===== config.mk =====
export PLATFORM = sky130hd
export DESIGN_NAME = serial_adder_flat
export DESIGN_NICKNAME = d
export VERILOG_FILES = /design/src/rtl/serial_adder_if.sv /design/src/rtl/serial_adder.sv /design/src/flat_wrapper.sv
export SDC_FILE = /design/constraint.sdc
export NUM_CORES = 1
export LEC_CHECK = 0
export ABC_CLOCK_PERIOD_IN_PS = 3740
export BUFFER_PORTS_ARGS = -buffer_cell sky130_fd_sc_hd__buf_4
export CORE_MARGIN = 8
export CORE_UTILIZATION = 50
export CTS_CLUSTER_SIZE = 24
export DETAILED_ROUTE_END_ITERATION = 8
export PLACE_DENSITY = 0.73
export SYNTH_ARGS = -nofsm -noshare
export SYNTH_HDL_FRONTEND = slang
export SYNTH_SLANG_ARGS = --single-unit

===== constraint.sdc =====
create_clock -name clk -period 3.74 [get_ports clk]
set_input_delay 0 -clock clk [delete_from_list [all_inputs] [get_ports clk]]
set_output_delay 0 -clock clk [all_outputs]
set_load 0.01 [all_outputs]

===== src/rtl/serial_adder_if.sv =====
// serial_adder_if: start/operand request and busy/done/result response bundle
interface serial_adder_if #(parameter int WIDTH = 8);
  logic             start;
  logic [WIDTH-1:0] a;
  logic [WIDTH-1:0] b;
  logic             ci;
  logic             busy;
  logic             done;
  logic [WIDTH-1:0] sum;
  logic             co;
  modport master (output start, a, b, ci, input busy, done, sum, co);
  modport slave  (input start, a, b, ci, output busy, done, sum, co);
endinterface


===== src/rtl/serial_adder.sv =====
// serial_adder: bit-serial adder, one full-adder cell reused LSB-first over WIDTH cycles
module fulladder (
  output logic sum,
  output logic co,
  input  logic a,
  input  logic b,
  input  logic ci
);
  assign sum = a ^ b ^ ci;
  assign co  = (a & b) | (ci & (a ^ b));
endmodule

module serial_adder #(parameter int WIDTH = 8) (
  input  logic           clk,
  input  logic           rst_n,
  serial_adder_if.slave  bus
);
  localparam int CW = $clog2(WIDTH) + 1;
  typedef enum logic [1:0] {IDLE, ADD, DONE} state_t;
  state_t           state_q, state_d;
  logic [WIDTH-1:0] shift_a_q, shift_a_d, shift_b_q, shift_b_d;
  logic [WIDTH-1:0] acc_q, acc_d, acc_n, sum_q, sum_d;
  logic [CW-1:0]    cnt_q, cnt_d;
  logic             carry_q, carry_d, co_q, co_d;
  logic             fa_sum, fa_co;
  fulladder u_fa (
    .sum (fa_sum),
    .co  (fa_co),
    .a   (shift_a_q[0]),
    .b   (shift_b_q[0]),
    .ci  (carry_q)
  );
  // new bit enters at the MSB so after WIDTH cycles bit 0 has reached acc[0]
  assign acc_n = WIDTH'({fa_sum, acc_q} >> 1);
  always_comb begin
    state_d   = state_q;
    shift_a_d = shift_a_q;
    shift_b_d = shift_b_q;
    acc_d     = acc_q;
    cnt_d     = cnt_q;
    carry_d   = carry_q;
    sum_d     = sum_q;
    co_d      = co_q;
    if (bus.start && state_q != ADD) begin
      state_d   = ADD;
      shift_a_d = bus.a;
      shift_b_d = bus.b;
      carry_d   = bus.ci;
      cnt_d     = '0;
      acc_d     = '0;
    end else if (state_q == ADD) begin
      shift_a_d = shift_a_q >> 1;
      shift_b_d = shift_b_q >> 1;
      acc_d     = acc_n;
      carry_d   = fa_co;
      cnt_d     = cnt_q + CW'(1);
      if (cnt_q == CW'(WIDTH - 1)) begin
        state_d = DONE;
        sum_d   = acc_n;
        co_d    = fa_co;
      end
    end else if (state_q == DONE) begin
      state_d = IDLE;
    end
  end
  always_ff @(posedge clk or negedge rst_n) begin
    if (!rst_n) begin
      state_q   <= IDLE;
      shift_a_q <= '0;
      shift_b_q <= '0;
      acc_q     <= '0;
      cnt_q     <= '0;
      carry_q   <= 1'b0;
      sum_q     <= '0;
      co_q      <= 1'b0;
    end else begin
      state_q   <= state_d;
      shift_a_q <= shift_a_d;
      shift_b_q <= shift_b_d;
      acc_q     <= acc_d;
      cnt_q     <= cnt_d;
      carry_q   <= carry_d;
      sum_q     <= sum_d;
      co_q      <= co_d;
    end
  end
  assign bus.busy = state_q == ADD;
  assign bus.done = state_q == DONE;
  assign bus.sum  = sum_q;
  assign bus.co   = co_q;
endmodule


===== src/flat_wrapper.sv =====
// flat-port wrapper written by rule: the top's interface ports become plain ports
module serial_adder_flat 
#(parameter int WIDTH = 8)
  (clk, rst_n, bus_start, bus_a, bus_b, bus_ci, bus_busy, bus_done, bus_sum, bus_co);
  serial_adder_if #(.WIDTH(WIDTH)) bus_i ();
  input  logic clk;
  input  logic rst_n;
  input wire logic [$bits(bus_i.start)-1:0] bus_start;
  input wire logic [$bits(bus_i.a)-1:0] bus_a;
  input wire logic [$bits(bus_i.b)-1:0] bus_b;
  input wire logic [$bits(bus_i.ci)-1:0] bus_ci;
  output wire logic [$bits(bus_i.busy)-1:0] bus_busy;
  output wire logic [$bits(bus_i.done)-1:0] bus_done;
  output wire logic [$bits(bus_i.sum)-1:0] bus_sum;
  output wire logic [$bits(bus_i.co)-1:0] bus_co;
  assign bus_i.start = bus_start;
  assign bus_i.a = bus_a;
  assign bus_i.b = bus_b;
  assign bus_i.ci = bus_ci;
  assign bus_busy = bus_i.busy;
  assign bus_done = bus_i.done;
  assign bus_sum = bus_i.sum;
  assign bus_co = bus_i.co;
  serial_adder #(.WIDTH(WIDTH)) u_core (.clk(clk), .rst_n(rst_n), .bus(bus_i));
endmodule

# Word-level counts from Yosys, hierarchy flattened
# Index checks and enable logic that the tools add are counted.
dict set report word_totals {
  memories 0
  latch_bits 0
  in_bits 20
  romBits 0
  regBits 40
  mem_bits_rw 0
  elab_cells 39
}
dict set report op_classes {
  n_mux 14
  magnitude_cmp 0
  n_reduce_logical 5
  n_addsub 1
  n_shift 0
  mul 0
  eq_ne 5
  bitwise 6
  div_mod_pow 0
}
# operator count
set op_table {}
lappend op_table {{$mux 8} 6}
lappend op_table {{$mux 2} 4}
lappend op_table {{$mux 4} 2}
lappend op_table {{$add 4x1->4 const B} 1}
lappend op_table {{$eq 4x3->1 const B} 1}
lappend op_table {{$ne 3x1->1 const B} 1}
lappend op_table {{$reduce_and 3->1} 1}
lappend op_table {{$reduce_bool 3->1} 1}
lappend op_table {{$and 1x1->1} 2}
lappend op_table {{$eq 2x1->1 const B} 1}
lappend op_table {{$eq 2x2->1 const B} 1}
lappend op_table {{$mux 1} 2}
lappend op_table {{$ne 2x1->1 const B} 1}
lappend op_table {{$reduce_and 2->1} 1}
lappend op_table {{$reduce_bool 2->1} 1}
lappend op_table {{$xor 1x1->1} 2}
lappend op_table {{$logic_and 1x1->1} 1}
lappend op_table {{$not 1->1} 1}
lappend op_table {{$or 1x1->1} 1}

# Logic depth before layout (Yosys ltp)
# Gate-level depths: netlist of run 1.
dict set report depth {
  depth_word 5
  mapped_depth 7
  mapped_depth_nobuf 5
}

# Cells and area by module
# From an unflattened synthesis of run 1, not the netlist that was laid out.
dict set report unflattened {
  hier_cells 133
  area_unflattened_um2 1694.1
}
# mod area_each_um2 instances cells_each
set modules_own_cells {}
lappend modules_own_cells {serial_adder 1674.1 1 132}
lappend modules_own_cells {fulladder 20.0 1 1}

# Least setup slack after synthesis of run 1
# Ideal clock, no wire load.
dict set report synth_timing {
  path_kind {register -> register}
  startpoint {register u_core.state_q[0]}
  endpoint {register u_core.carry_q}
  setup_slack_ps 2289
  path_stages_with_launch 7
  arrival_ps 1327
  t_required_ps 3616
  period_less_slack_ps 1451
  setup_time_ps 124
  path_cell_list {dfrtp_1 ha_1 buf_6 mux2_4 buf_6 nand2_1 nand2_1}
}
# element line_no
set synth_lines {}
lappend synth_lines {{from (decl)} serial_adder.sv:20} ;# state_t state_q, state_d;
lappend synth_lines {{from (signal assigned)} serial_adder.sv:77} ;# state_q <= state_d;
lappend synth_lines {{$eq 2x1->1} --}
lappend synth_lines {{net bus_busy} flat_wrapper.sv:12} ;# output wire logic [$bits(bus_i.busy)-1:0] bus_busy;
lappend synth_lines {{$reduce_bool 2->1 (no source line)} --}
lappend synth_lines {{to (signal assigned)} serial_adder.sv:82} ;# carry_q <= carry_d;
lappend synth_lines {{to (decl)} serial_adder.sv:24} ;# logic carry_q, carry_d, co_q, co_d;
# The timed path passes the listed nets, and every way through them passes these cells.
# A chain may end at the register's enable or synchronous reset.

# Final worst setup path of run 1
dict set report layout_timing {
  startpoint {register u_core.state_q[1]}
  endpoint {register u_core.cnt_q[3]}
}
dict set report layout_via {
  elab_chain_cells 3
}
# element line_no
set layout_lines {}
lappend layout_lines {{$ne 2x1->1} serial_adder.sv:44} ;# if (bus.start && state_q != ADD) begin
lappend layout_lines {{$logic_and 1x1->1} serial_adder.sv:44}
lappend layout_lines {{$mux 4 or $reduce_bool 2->1 (tied branches)} --}
lappend layout_lines {{to (signal assigned)} serial_adder.sv:81} ;# cnt_q <= cnt_d;
lappend layout_lines {{to (decl)} serial_adder.sv:23} ;# logic [CW-1:0] cnt_q, cnt_d;
# Several ways; a longest one is shown, not always the timed one.

==> run summary, run 1 <==
Reg clk slew, reported paths - 0.11 ns
Detailed Place HPWL - 2.27 mm
Synth top area share - 56.7%
Final nets - 228
Post-synthesis mux area share - 6.76%
Clock Path Buffers - 2
Largest stage delay, worst path - 0.77 ns
Ports - 31
Synth Cell Area - 0.00172 mm^2
CTS resizes - 0
CP max FO - 22
Count leader, synth - dfrtp_1
First drt pass iteration count - 5
Final Util - 67.3%
Cell taking the most area after synthesis - dfrtp_1
Synth cell count leaders - 39 x dfrtp_1, 38 x nand2_1, 15 x a22oi_1, 11 x o21ai_0, 9 x mux2_2
GP Congestion - 0.753
Initial antenna violation count - 0
Number of buffers created by CTS - 5
CTS Root Cell - clkbuf_4
Post-synthesis compound-gate area fraction - 12.9%
Setup bufs post-CTS - 0
Antenna cell count - 0
First-pass GRT wire length - 5.93 mm
Antenna violation net count after detailed routing - 0
WP data required - 4.01 ns
Vias in the first global route - 1317
Largest net degree at the start of global routing - 40
Max cap viols - 0
Cell area after layout - 0.00223 mm^2
Ys flop type - dfrtp_1
Drt wl/cell - 13.6 um
Layout cell share with drive strength beyond 1 - 25.0%
CTS tree - yes
Chip width - 74.7 um
Pwr/cell area - 625 mW/mm^2
Fillers - 267
Worst setup EP type - flip-flop
R2r worst-path depth - 5
VDD IR-drop max - 0.315 mV
CTS Sinks - 39
Final setup TNS - 0 ns
Gr usage total - 13.9%
# rows - 21
Total number of vias - 1277
Initial DRC Count - 70
Worst-Skew Late Latency - 0.34 ns
Type of origin of the critical path - flip-flop
Worst setup path class - flip-flop to flip-flop
Hold crit path type - input port to async pin
Synthesized-area fraction occupied by and/or/nand/nor cells - 14.8%
Layout area overhead - 29.4%
Final Hold Vio Count - 0
Distinct cells, synth - 27
Worst Skew - 0.0113 ns
Yosys warnings - 0
Min Tclk post-route - 2.07 ns
Syn Inst Count - 155
XOR/XNOR Fraction of Synth Area - 1.02%
Area after detailed placement - 0.00195 mm^2
Reg2reg setup slack - 1.67 ns
Die ar. - 0.00558 mm^2
Placeable core area - 0.00331 mm^2
Seq/Total Area, Yosys - 56.7%
Critical Path, Cell by Cell - inv_1, ha_1, nor2_2, o21ai_0, a21oi_1
# DRC - 0
Avg Vias per Cell - 5.11
Final setup viols - 0
F_max - 0.483 GHz
Post-Synth Adder-Cell Area - 4.07%
Congestion Overflow GR - 0
Static Leak - 1.12 nW
Final Slew Violations - 0
Reg-to-reg critical path endpoint - u_core.cnt_q[3]$_DFFE_PN0P_
Syn_nets - 180
Crit path DAT - 2.34 ns
R2R Path Start - u_core.state_q[1]$_DFFE_PN0P_
Synth async-reset ratio - 100%
Largest family of logic cells by synthesized area - simple AND/OR/NAND/NOR gates
Flops & latches, synth - 39
CTS H-tree lvls - 2
Die H - 74.7 um
Worst-path cell with the longest stage delay - nor2_2
WL final - 3.39 mm
Worst-Margin Slew - 0.860 ns
Status - completed
RSZ-0062 raised after global routing - no
Final period utilization - 55.3%
Avg Cell Area, Syn - 11.1 um^2
EDFF count, synth - 0
Worst slew margin - 42.6%
Synth area leaders - dfrtp_1 57%, nand2_1 8.3%, a22oi_1 6.5%, mux2_2 5.9%, o21ai_0 3.2%
IO Port Bufs - 30
Initial Util - 52.0%
-- worst max-delay path, delay by kind of cell (launching register included) --
| family | cells | cell delay, ns |
|---|---|---|
| adders and majority gates | 1 | 0.41 |
| AOI/OAI and AO/OA | 2 | 0.36 |
| buffers and inverters | 1 | 0.07 |
| DFF | 1 | 0.39 |
| and+or+nand+nor | 1 | 0.77 |
-- power breakdown --
part / switching (W) / internal (W) / leakage [nW]
clock network: 0.000133 / 0.000158 / 0.0482
logic: 0.000253 / 0.000212 / 0.558
registers: 0.0000861 / 0.000549 / 0.511
-- how the worst max path moves through the flow --
| stage | startpoint | depth (start not counted) | end | slack (ns) |
|---|---|---|---|---|
| 5_1_grt | u_core.state_q[1]$_DFFE_PN0P_ | 5 | u_core.cnt_q[3]$_DFFE_PN0P_ | 1.47 |
| 4_1_cts | u_core.state_q[1]$_DFFE_PN0P_ | 5 | u_core.cnt_q[3]$_DFFE_PN0P_ | 1.65 |
| 3_5_place_dp | u_core.state_q[1]$_DFFE_PN0P_ | 5 | u_core.cnt_q[3]$_DFFE_PN0P_ | 1.66 |
| 6_report | u_core.state_q[1]$_DFFE_PN0P_ | 5 | u_core.cnt_q[3]$_DFFE_PN0P_ | 1.67 |
| 3_3_place_gp | u_core.state_q[0]$_DFFE_PN0P_ | 4 | u_core.cnt_q[3]$_DFFE_PN0P_ | 1.81 |
| 2_1_floorplan | u_core.state_q[0]$_DFFE_PN0P_ | 6 | u_core.carry_q$_DFFE_PN0P_ | 2.29 |
-- area by class of cell --
| cell class | instances | area [um^2] | share of cell area (%) |
|---|---|---|---|
| tap | 46 | 57.6 | 2.58 |
| sequential | 39 | 976 | 43.8 |
| clock inverter | 2 | 35.0 | 1.57 |
| multi-input combinational | 105 | 682 | 30.6 |
| inverter | 3 | 11.3 | 0.505 |
| clock buffer | 6 | 51.3 | 2.30 |
| timing repair buffer | 49 | 415 | 18.6 |
-- state kept, by name (all words and copies together), names as in the netlist --
signal,count
u_core.bus.sum,8
u_core.shift_a_q,8
u_core.shift_b_q,8
u_core.acc_q,7
u_core.cnt_q,4
u_core.state_q,2
u_core.bus.co,1
u_core.carry_q,1
-- placed cells by master, fill, tap and decap left out, types with 2 or more instances in the layout --
| cell type | instances |
|---|---|
| dfrtp_1 | 39 |
| nand2_1 | 38 |
| buf_4 | 30 |
| dlygate4sd3_1 | 19 |
| a22oi_1 | 15 |
| o21ai_0 | 11 |
| mux2_2 | 9 |
| nand2b_1 | 6 |
| clkbuf_4 | 5 |
| ha_1 | 4 |
| inv_1 | 3 |
| a22o_1 | 3 |
| a21oi_1 | 2 |
| xor2_1 | 2 |
| nor2_1 | 2 |
-- cell families after synthesis --
family	Yosys count
AND/OR/NAND/NOR	55
flip-flops	39
AO/OA/AOI/OAI	33
buffers and inverters	11
multiplexers	10
adder cells (fa/ha/maj)	5
XOR/XNOR	2
-- what timing repair did --
| item | CTS | global route |
|---|---|---|
| setup endpoints to repair | 0 | 0 |
| hold buffers | 19 | 0 |
| hold endpoints to repair | 62 | 0 |
-- layer usage --
| layer | track usage (%) | wire length (um) | up-vias |
|---|---|---|---|
| li1 | - | - | 626 |
| met1 | 16.3 | 1480 | 604 |
| met2 | 22.3 | 1650 | 41 |
| met3 | 5.46 | 208 | 6 |
| met4 | 5.22 | 63 | 0 |
| met5 | 0 | 0 | - |
-- metrics by stage --
stage               hold WS [ns]  power (W)  cells  setup WS (ns)
floorplan                 -0.296   0.000987    155           2.29
global placement         -0.0135    0.00107    223           1.81
detailed placement      -0.00541    0.00110    223           1.66
CTS                        0.151    0.00140    250           1.65
global route               0.171    0.00151    250           1.47
finish                     0.152    0.00139    250           1.67
(Power assumes the default switching activity.)
==> run 2, diff against run 1 <==
--- a/config.mk
+++ b/config.mk
@@ -5,13 +5,13 @@
 export SDC_FILE = /design/constraint.sdc
 export NUM_CORES = 1
 export LEC_CHECK = 0
-export ABC_CLOCK_PERIOD_IN_PS = 3740
+export ABC_CLOCK_PERIOD_IN_PS = 1900
 export BUFFER_PORTS_ARGS = -buffer_cell sky130_fd_sc_hd__buf_4
 export CORE_MARGIN = 8
-export CORE_UTILIZATION = 50
+export CORE_UTILIZATION = 49
 export CTS_CLUSTER_SIZE = 24
 export DETAILED_ROUTE_END_ITERATION = 8
-export PLACE_DENSITY = 0.73
+export PLACE_DENSITY = 0.74
 export SYNTH_ARGS = -nofsm -noshare
 export SYNTH_HDL_FRONTEND = slang
 export SYNTH_SLANG_ARGS = --single-unit
==> constraint.sdc (replaced) <==
create_clock -name clk -period 1.9 [get_ports clk]
set_input_delay 0 -clock clk [delete_from_list [all_inputs] [get_ports clk]]
set_output_delay 0 -clock clk [all_outputs]
set_load 0.01 [all_outputs]
==> run 2 against run 1 <==
  * Power up 86%
  * Critical path type unchanged
  * Cell area fell by 0.62%
  * Highest routed layer unchanged
  * Largest power group unchanged
  * Largest cell class unchanged
  * Flip-flop and latch count unchanged
==> run summary, run 2 (same netlist as run 1, synthesis figures left out) <==
Register share of total power - 47.9%
First-pass GRT wire length - 5.89 mm
CP max FO - 12
R2R Path Start - u_core.state_q[1]$_DFFE_PN0P_
Gr usage total - 13.5%
CTS Root Cell - clkbuf_4
IO Port Bufs - 30
Final setup TNS - 0 ns
Area of the multi-input gates - 682 um^2
Hold Buf Count CTS - 19
WP data required - 2.17 ns
VDD IR-drop max - 0.588 mV
Final setup viols - 0
Hold slack final - 0.145 ns
Cell total after placement - 226
# DRC - 0
Pwr/cell area - 1170 mW/mm^2
Worst-path cell with the longest stage delay - nor2_2
Final period utilization - 83.3%
Most common cell after layout, fill and taps aside - dfrtp_1
Avg Vias per Cell - 5.08
Antenna violation net count after detailed routing - 0
Die H - 75.3 um
Vias in the first global route - 1382
Die ar. - 0.00567 mm^2
Clock Path Buffers - 2
Largest stage delay, worst path - 0.41 ns
Type of origin of the critical path - flip-flop
Placeable core area - 0.00336 mm^2
Total number of vias - 1286
Initial antenna violation count - 0
Initial Util - 51.2%
Antenna cell count - 0
Hold crit path type - input port to async pin
R2r worst-path depth - 6
Reg2reg setup slack - 0.32 ns
Reg clk slew, reported paths - 0.11 ns
Clock share of power - 15.3%
Worst slew margin - 67.2%
Register Area - 976 um^2
Drt wl/cell - 13.5 um
CTS resizes - 0
Switch share - 35.7%
GP Congestion - 0.708
Chip width - 75.3 um
Detailed Place HPWL - 2.33 mm
Overall Power - 0.00259 W
Worst setup EP type - flip-flop
RSZ-0062 raised after global routing - no
Fillers - 290
CTS Sinks - 39
Combinational Power Share - 36.8%
Congestion Overflow GR - 0
Min Tclk post-route - 1.58 ns
Final nets - 231
Status - completed
Critical Path, Cell by Cell - inv_1, ha_1, nor2_2, buf_4, a22oi_1, nand2_1
CTS H-tree lvls - 2
Worst-Margin Slew - 0.492 ns
Static Leak - 1.11 nW
Final Hold Vio Count - 0
Worst-Skew Late Latency - 0.34 ns
Layout cell share with drive strength beyond 1 - 25.1%
First drt pass iteration count - 4
F_max - 0.632 GHz
Worst Skew - 0.00943 ns
Final Slew Violations - 0
Setup bufs post-CTS - 0
Largest net degree at the start of global routing - 40
Worst setup path class - flip-flop to flip-flop
Commonest non-fill, non-tap cells in the layout - 39 x dfrtp_1, 38 x nand2_1, 33 x buf_4
Layout area overhead - 28.6%
Initial DRC Count - 108
Internal power component - 0.00167 W
Number of buffers created by CTS - 5
Final Util - 65.8%
Non-filler cells, final - 253
CTS tree - yes
Net Sw Power - 0.000927 W
Reg-to-reg critical path endpoint - u_core.shift_a_q[3]$_DFFE_PN0P_
# rows - 21
Crit path DAT - 1.86 ns
Ports - 31
WL final - 3.41 mm
Max cap viols - 0
run 2: changes by cell type in the layout (fill, tap and decap cells not counted), sizes merged:
cell,change
buf,+3
bufinv,-1
clkbuf,+1
run 2: area by class of cell:
| class | count | share of cell area (%) |
|---|---|---|
| Sequential cell | 39 | 44.1 |
| Multi-Input combinational cell | 105 | 30.8 |
| Timing Repair Buffer | 52 | 19.8 |
| Tap cell | 46 | 2.60 |
| Clock buffer | 7 | 2.03 |
| Inverter | 3 | 0.508 |
| Clock inverter | 1 | 0.226 |
run 2: worst max path at each step:
stage	start	endpoint	slack, ns
global route	u_core.state_q[1]$_DFFE_PN0P_	u_core.shift_a_q[4]$_DFFE_PN0P_	0.22
finish	u_core.state_q[1]$_DFFE_PN0P_	u_core.shift_a_q[3]$_DFFE_PN0P_	0.32
CTS	u_core.state_q[1]$_DFFE_PN0P_	u_core.shift_a_q[3]$_DFFE_PN0P_	0.32
floorplan	u_core.state_q[0]$_DFFE_PN0P_	u_core.carry_q$_DFFE_PN0P_	0.45
global placement	u_core.state_q[1]$_DFFE_PN0P_	u_core.shift_b_q[0]$_DFFE_PN0P_	0.43
detailed placement	u_core.state_q[1]$_DFFE_PN0P_	u_core.shift_a_q[5]$_DFFE_PN0P_	0.36
run 2: routing by layer:
metal | vias to the layer above | part of all wire, % | global-route usage [%]
met5 | - | 0 | 0
met1 | 626 | 43 | 14.1
li1 | 629 | - | -
met3 | 4 | 5.7 | 4.93
met2 | 27 | 50 | 24.7
met4 | 0 | 1.1 | 4.05
run 2: power groups by stage:
stage,combinational (W),sequential (W),clock [W]
final,0.000954,0.00124,0.000397
after global routing,0.00107,0.00128,0.000450
after CTS,0.000962,0.00124,0.000412
after detailed placement,0.000926,0.00126,0
after global placement,0.000888,0.00125,0
after floorplan,0.000718,0.00123,0
run 2: per-stage QoR:
stage                     instance area, um^2  setup slack (ns)
final                                    2210             0.317
after global routing                     2210             0.222
after CTS                                2210             0.325
after detailed placement                 1970             0.362
after global placement                   1970             0.428
after floorplan                          1720             0.449
run 2: critical path: cells and delay by family (launching register included):
kind / cells / cell delay, ns
AO/OA/AOI/OAI: 1 / 0.10
adder cells (fa/ha/maj): 1 / 0.20
buffers and inverters: 2 / 0.35
flip-flops: 1 / 0.39
AND/OR/NAND/NOR: 2 / 0.48
